===== src/rtl/sdf_delay_buffer.sv =====
// Circular Re/Im delay line: oData is the sample accepted DEPTH enables earlier, always registered.
// No backpressure: one sample per iEn cycle; with iEn low every register and the memory hold.
module sdf_delay_buffer #(
  parameter int WIDTH = 38,
  parameter int DEPTH = 1
) (
  input  logic             iClk,
  input  logic             iRst,
  input  logic             iEn,
  input  logic [WIDTH-1:0] iData_Re,
  input  logic [WIDTH-1:0] iData_Im,
  output logic [WIDTH-1:0] oData_Re,
  output logic [WIDTH-1:0] oData_Im,
  output logic             oValid,
  output logic             oPhase
);

  localparam int PTR_W = (DEPTH > 1) ? $clog2(DEPTH) : 1;
  localparam logic [PTR_W-1:0] LAST = PTR_W'(DEPTH - 1);

  logic [PTR_W-1:0]   ptr;
  logic               primed;
  logic               wrap;
  logic               wrEn;
  logic [2*WIDTH-1:0] rdWord;

  assign wrap = (ptr == LAST);
  assign wrEn = iEn && !iRst;

  // Stale contents are harmless: every slot is rewritten before primed can rise.
  generate
    if (DEPTH == 1) begin : gSingle
      logic [2*WIDTH-1:0] mem;
      always_ff @(posedge iClk) begin
        if (wrEn) mem <= {iData_Re, iData_Im};
      end
      assign rdWord = mem;
    end else begin : gRam
      logic [2*WIDTH-1:0] mem [DEPTH];
      always_ff @(posedge iClk) begin
        if (wrEn) mem[ptr] <= {iData_Re, iData_Im};
      end
      assign rdWord = mem[ptr];
    end
  endgenerate

  // The fill count reaches DEPTH exactly on the first wrap, so a single flag replaces it.
  always_ff @(posedge iClk) begin
    if (iRst) begin
      ptr      <= '0;
      primed   <= 1'b0;
      oValid   <= 1'b0;
      oPhase   <= 1'b0;
      oData_Re <= '0;
      oData_Im <= '0;
    end else if (iEn) begin
      if (primed) begin
        {oData_Re, oData_Im} <= rdWord;
        oValid               <= 1'b1;
      end else begin
        oData_Re <= '0;
        oData_Im <= '0;
        oValid   <= 1'b0;
      end
      if (wrap) begin
        ptr    <= '0;
        oPhase <= ~oPhase;
        primed <= 1'b1;
      end else begin
        ptr <= ptr + PTR_W'(1);
      end
    end
  end

endmodule


===== config.mk =====
export PLATFORM = sky130hd
export DESIGN_NAME = sdf_delay_buffer
export DESIGN_NICKNAME = d
export VERILOG_FILES = /design/src/rtl/sdf_delay_buffer.sv
export SDC_FILE = /design/constraint.sdc
export NUM_CORES = 1
export LEC_CHECK = 0
export CORE_MARGIN = 2
export CORE_UTILIZATION = 42
export DETAILED_ROUTE_END_ITERATION = 10
export GPL_TIMING_DRIVEN = 0
export PLACE_DENSITY = 0.75
export SLEW_MARGIN = 20
export SYNTH_ARGS = -nofsm -noshare
export SYNTH_HDL_FRONTEND = slang
export SYNTH_SLANG_ARGS = --single-unit

===== constraint.sdc =====
create_clock -name iClk -period 4.5 [get_ports iClk]
set_input_delay 0.45 -clock iClk [delete_from_list [all_inputs] [get_ports iClk]]
set_output_delay 0.45 -clock iClk [all_outputs]
set_load 0.01 [all_outputs]

==> summary.md, run 1 <==
| Metric | Value |
|---|---|
| Vias in the first global route | `3717` |
| Syn-to-layout area delta | `46.3%` |
| Crit-path leading delay family | `buffers and inverters` |
| Longest Clk Path Bufs | `2` |
| Syn_nets | `504` |
| Seq/Total Area, Yosys | `0.718` |
| Gp weighted congestion | `0.767` |
| GRT met3 Usage | `0.0602` |
| Top-area cell type share of the netlist area | `0.424` |
| Clock slew at the register clock pins of the worst setup and hold paths | `0.06 ns` |
| Count of different cell masters after synthesis | `13` |
| DRC | `0` |
| Tmin final | `1.79 ns` |
| Post-synthesis instance total | `425` |
| Count of final setup violators | `0` |
| R2r endpoint | `oData_Re[9]$_SDFFE_PP0P_` |
| Buffers plus inverters on the worst setup path | `1` |
| TNS Setup | `0 ns` |
| Slew Viols, Final | `0` |
| Synth top area cells | `edfxtp_1 (42%), dfxtp_1 (29%), nand2b_1 (8.8%), a21oi_1 (7.1%), nand3_1 (7.1%)` |
| Peak VDD IR | `267 uV` |
| Core ar. | `12600 um2` |
| Gr ovfl total | `0` |
| Pwr/cell area | `431 nW/um2` |
| Routed Antenna Nets | `0` |
| GRT Resource Usage Total | `0.182` |
| Port Buffer Count | `154` |
| NumNets Final | `680` |
| Crit path largest cell delay | `0.57 ns` |
| Required time at the worst-slack endpoint | `4.05 ns` |
| Ant. Diodes | `0` |
| Status | `finished clean` |
| Post-Route WL | `12.1 mm` |
| Final Util | `0.627` |
| Avg Cell Area, Syn | `12.7 um2` |
| CTS buffer count | `17` |
| CP startpoint | `oPhase$_SDFFE_PP0P_` |
| Starting Density | `0.428` |
| DP HPWL | `8.35 mm` |
| Hold Path Class | `in -> reg` |
| Largest net degree at the start of global routing | `25` |
| Final period utilization | `0.399` |
| Critical Path Slowest Stage Cell | `clkdlybuf4s50_1` |
| Fillers | `1008` |
| Rows | `41` |
| I/O Pins | `157` |
| Critical path depth | `1` |
| Met1 global-route usage | `0.218` |
| Unrepaired setup endpoints after global routing | `false` |
| Synthesis-stage register bit count | `155` |
| R2R depth | `5` |
| H-tree levels | `4` |
| Setup CP Type | `reg -> out` |
| First-pass GRT wire length | `18.3 mm` |
| Worst-path cell chain | `clkdlybuf4s50_1` |
| Flop2flop setup slack | `3.42 ns` |
| WP data arrival | `1.34 ns` |
| Hold_buf cts | `0` |
| Die Y | `117 um` |
| Worst reg2reg startpoint | `primed$_SDFFE_PP0P_` |
| Final Skew | `0.00510 ns` |
| Layout cells sized above 1 | `0.0945` |
| Max-Cap Viols | `0` |
| Critical path peak fanout | `2` |
| Hold Fails Final Rpt | `0` |
| Fmax achieved | `557 MHz` |
| Hold path startpoint | `iEn` |
| Met2 Resource Use GR | `0.295` |
| Clock root buffer | `clkbuf_16` |
| GRT Max-Usage Layer | `met2` |
| Worst slew margin | `0.616` |
| Setup crit end | `oPhase` |
| Startpoint types | `flop` |
| Post-CTS setup buffer count | `0` |
| Leading area contributor after synthesis | `edfxtp_1` |
| Worst slew pin tran | `0.576 ns` |
| Clock sinks | `155` |
| CTS tree | `yes` |
| Leakage power | `0.00268 uW` |
| Number of gates resized after CTS | `0` |
| Drt first pass iters | `5` |
| Via Count | `3740` |
| Cell Area, Synth | `5380 um2` |
| Synth warn | `0` |
| Initial antenna violation count | `0` |
| Initial drt markers | `250` |
| Die W | `117 um` |
| DR vias/cell | `4.76` |
| Die ar. | `13700 um2` |
| Clk_lat worst skew | `0.42 ns` |
| Wirelength per Cell | `15.3 um` |
| Worst setup EP type | `output pin` |
-- Yosys cell counts --
library cell / count
nor2b_1: 1
buf_6: 12
mux2i_1: 1
nand2b_1: 76
xnor2_1: 1
buf_4: 2
a21oi_1: 76
dfxtp_1: 79
edfxtp_1: 76
nor2_1: 4
buf_2: 12
nand3_1: 76
clkbuf_1: 9
-- layout make-up --
cell class,count,area [um2],share of cell area
plain buffers,35,244,0.0310
multi-input cells,235,1280,0.163
flip-flops and latches,155,3860,0.490
repair buffers,157,1620,0.206
clock inverters,8,165,0.0210
well taps,172,215,0.0273
clock buffers,24,482,0.0611
-- through the flow --
step / std cells / instance area, um2 / setup WS [ns] / hold slack (ns) / total power [uW]
after floorplan: 425 / 5390 / 1.28 / 0.489 / 1720
after global placement: 751 / 7140 / 0.249 / 0.455 / 1860
after detailed placement: 754 / 7230 / 2.31 / 0.457 / 1880
after CTS: 786 / 7880 / 2.69 / 0.363 / 3420
after global routing: 786 / 7880 / 2.64 / 0.386 / 3510
final: 786 / 7880 / 2.71 / 0.380 / 3390
-- worst min path at each step --
stage | to | slack (ns) | cells after the start
6_report | oData_Im[37]$_SDFFE_PP0P_ | 0.38 | 3
5_1_grt | oData_Im[3]$_SDFFE_PP0P_ | 0.39 | 3
4_1_cts | oData_Im[37]$_SDFFE_PP0P_ | 0.36 | 3
3_5_place_dp | oData_Re[34]$_SDFFE_PP0P_ | 0.46 | 2
3_3_place_gp | oData_Re[0]$_SDFFE_PP0P_ | 0.45 | 2
2_1_floorplan | oData_Im[0]$_SDFFE_PP0P_ | 0.49 | 2
-- routing by layer --
layer,part of all wire,wire length [um]
met1,0.41,5000
met2,0.49,5960
met3,0.067,805
met4,0.025,301
met5,0,0
-- cells in the final DEF, fill, tap and decap left out, drive strengths merged --
cell type	count
nand2b	76
bufinv	5
edfxtp	76
nor2b	1
a21oi	76
mux2i	1
clkinv	3
buf	29
dfxtp	79
clkbuf	33
nor2	4
clkdlybuf4s50	154
nand3	76
xnor2	1
-- worst reg2reg max path, stage by stage, from the launching register on --
cell and delay [ns]:
dfxtp_1 0.30, buf_4 0.15, buf_6 0.16, buf_6 0.15
nand3_1 0.08, a21oi_1 0.16
-- registers in the layout (all words and copies together) (netlist names) --
name	cells
oData_Im	38
gSingle.mem	76
oValid	1
oPhase	1
oData_Re	38
primed	1
-- power by group --
group | internal (uW) | total, uW | switching [uW]
registers | 1560 | 1580 | 25.4
clock network | 1030 | 1550 | 522
logic | 150 | 263 | 113
-- logic make-up after synthesis --
kind of cell	Yosys count	synth area share
multiplexers	1	0.00186
XOR/XNOR	1	0.00163
flip-flops	155	0.718
AND/OR/NAND/NOR	157	0.163
AO/OA/AOI/OAI	76	0.0706
buffers and inverters	35	0.0453
Note: power is estimated with default switching activity, not from simulation.
==> run 2: changes to the inputs <==
Clock period 4.5 ns to 1.55 ns, I/O delays scaled along.
==> run 2 against run 1 <==
Net effect:
- power grew to 2.7 times the previous value
- register-to-register slack lost 3.0 ns
- largest cell class unchanged
- core utilization shrank 0.49 points
- critical path depth is the same
- critical path type unchanged
- wire length grew 2.4%
- hold slack lost 0.32 ns
- via count grew 1.9%
- die area is the same
- cell area shrank 0.78%
==> summary.md, run 2 (synthesized netlist as in run 1, its figures left out) <==
| Metric | Value |
|---|---|
| Clock root buffer | `clkbuf_16` |
| Gr ovfl total | `0` |
| Setup CP Type | `reg -> out` |
| Post-CTS setup buffer count | `0` |
| Fmax achieved | `662 MHz` |
| Flop2flop setup slack | `0.44 ns` |
| Clk_lat worst skew | `0.42 ns` |
| Worst slew margin | `0.644` |
| CTS buffer count | `17` |
| Die Y | `117 um` |
| DRC | `0` |
| DR vias/cell | `4.85` |
| Hold worst-path end | `oData_Im[37]$_SDFFE_PP0P_` |
| Initial antenna violation count | `0` |
| Port Buffer Count | `154` |
| TNS Setup | `0 ns` |
| Leakage power | `0.00265 uW` |
| Status | `finished clean` |
| Gp weighted congestion | `0.745` |
| Max reg flops | `76` |
| CTS tree | `yes` |
| Drt first pass iters | `4` |
| Critical Path Slowest Stage Cell | `clkdlybuf4s50_1` |
| Final period utilization | `0.975` |
| Pwr/cell area | `1190 nW/um2` |
| Worst setup EP type | `output pin` |
| Initial drt markers | `244` |
| GRT Resource Usage Total | `0.185` |
| Final Skew | `0.00522 ns` |
| Routed Antenna Nets | `0` |
| Worst slew pin tran | `0.532 ns` |
| Crit-path leading delay family | `buffers and inverters` |
| Rows | `41` |
| Peak VDD IR | `571 uV` |
| Buffers plus inverters on the worst setup path | `1` |
| WP data arrival | `1.36 ns` |
| Clock slew at the register clock pins of the worst setup and hold paths | `0.06 ns` |
| Hold path startpoint | `iEn` |
| Most frequent cells in the layout | `clkdlybuf4s50_1 (154), dfxtp_1 (79)` |
| Number of gates resized after CTS | `0` |
| Via Count | `3810` |
| Core ar. | `12600 um2` |
| Clock sinks | `155` |
| I/O Pins | `157` |
| Ant. Diodes | `0` |
| Starting Density | `0.428` |
| Tmin final | `1.51 ns` |
| Longest Clk Path Bufs | `2` |
| Hold Path Class | `in -> reg` |
| Worst reg2reg startpoint | `primed$_SDFFE_PP0P_` |
| Max-Cap Viols | `0` |
| Top flop regs | `gSingle.mem (76), oData_Im (38), oData_Re (38)` |
| NumNets Final | `680` |
| Hold Fails Final Rpt | `0` |
| Vias in the first global route | `3773` |
| R2R depth | `5` |
| Worst-path cell chain | `clkdlybuf4s50_1` |
| Required time at the worst-slack endpoint | `1.39 ns` |
| Die W | `117 um` |
| Largest net degree at the start of global routing | `29` |
| Count of final setup violators | `0` |
| First-pass GRT wire length | `18.7 mm` |
| Biggest register | `gSingle.mem` |
| Unrepaired setup endpoints after global routing | `false` |
| DP HPWL | `8.52 mm` |
| Wirelength per Cell | `15.7 um` |
| Post-Route WL | `12.4 mm` |
| Critical path peak fanout | `2` |
| Commonest non-fill, non-tap cell in the layout | `clkdlybuf4s50_1` |
| Startpoint types | `flop` |
| Hold path cells | `3` |
| Slew Viols, Final | `0` |
| Syn-to-layout area delta | `45.2%` |
| Layout cells sized above 1 | `0.0945` |
| Design Power | `9330 uW` |
| Hold_buf cts | `0` |
| Die ar. | `13700 um2` |
| R2r endpoint | `oData_Re[28]$_SDFFE_PP0P_` |
| Crit path largest cell delay | `0.59 ns` |
| H-tree levels | `4` |
run 2: cell count changes in the layout (fill, tap and decap cells not counted):
cell	before	now
buf_2	12	11
bufinv_16	5	2
clkinv_1	0	1
clkbuf_1	13	12
clkinv_2	3	4
inv_4	0	1
buf_4	2	1
buf_8	0	2
clkinvlp_4	0	1
buf_12	0	1
buf_16	3	2
run 2: power breakdown:
group	switching [uW]	total, uW	internal (uW)
Clock	1520	3960	2440
Combinational	331	772	441
Sequential	75.4	4600	4520
Total	1930	9330	7400
run 2: routing by layer:
layer / up-vias / track usage / part of all wire
met1: 1793 / 0.220 / 0.41
met2: 148 / 0.309 / 0.50
met3: 24 / 0.0541 / 0.061
li1: 1845 / - / -
met4: 0 / 0.0855 / 0.023
met5: - / 0 / 0
run 2: per-stage QoR:
stage	setup WS (ns)	area (um2)	hold WS, ns	utilization	cells
after CTS	0.0338	7820	0.0505	0.622	786
after global routing	0.00174	7820	0.0617	0.622	786
after detailed placement	-0.118	7250	0.458	0.577	754
final	0.0395	7820	0.0643	0.622	786
after floorplan	-0.419	5420	0.254	-	425
after global placement	-0.928	7180	0.455	0.571	751
run 2: layout make-up:
cell class | instances | area [um2]
fill | 1000 | 4750
multi-input combinational | 235 | 1280
buffer | 35 | 272
clock buffer | 23 | 468
clock inverter | 9 | 97.6
tap | 172 | 215
timing repair buffer | 157 | 1620
sequential | 155 | 3860
run 2: worst max path at each step:
stage,startpoint,endpoint,cells after the start
2_1_floorplan,iRst,gSingle.mem[0]$_DFFE_PP_,3
6_report,oData_Im[5]$_SDFFE_PP0P_,oData_Im[5],1
3_5_place_dp,iRst,gSingle.mem[33]$_DFFE_PP_,5
5_1_grt,oData_Im[5]$_SDFFE_PP0P_,oData_Im[5],1
4_1_cts,oData_Im[5]$_SDFFE_PP0P_,oData_Im[5],1
3_3_place_gp,iEn,gSingle.mem[31]$_DFFE_PP_,3
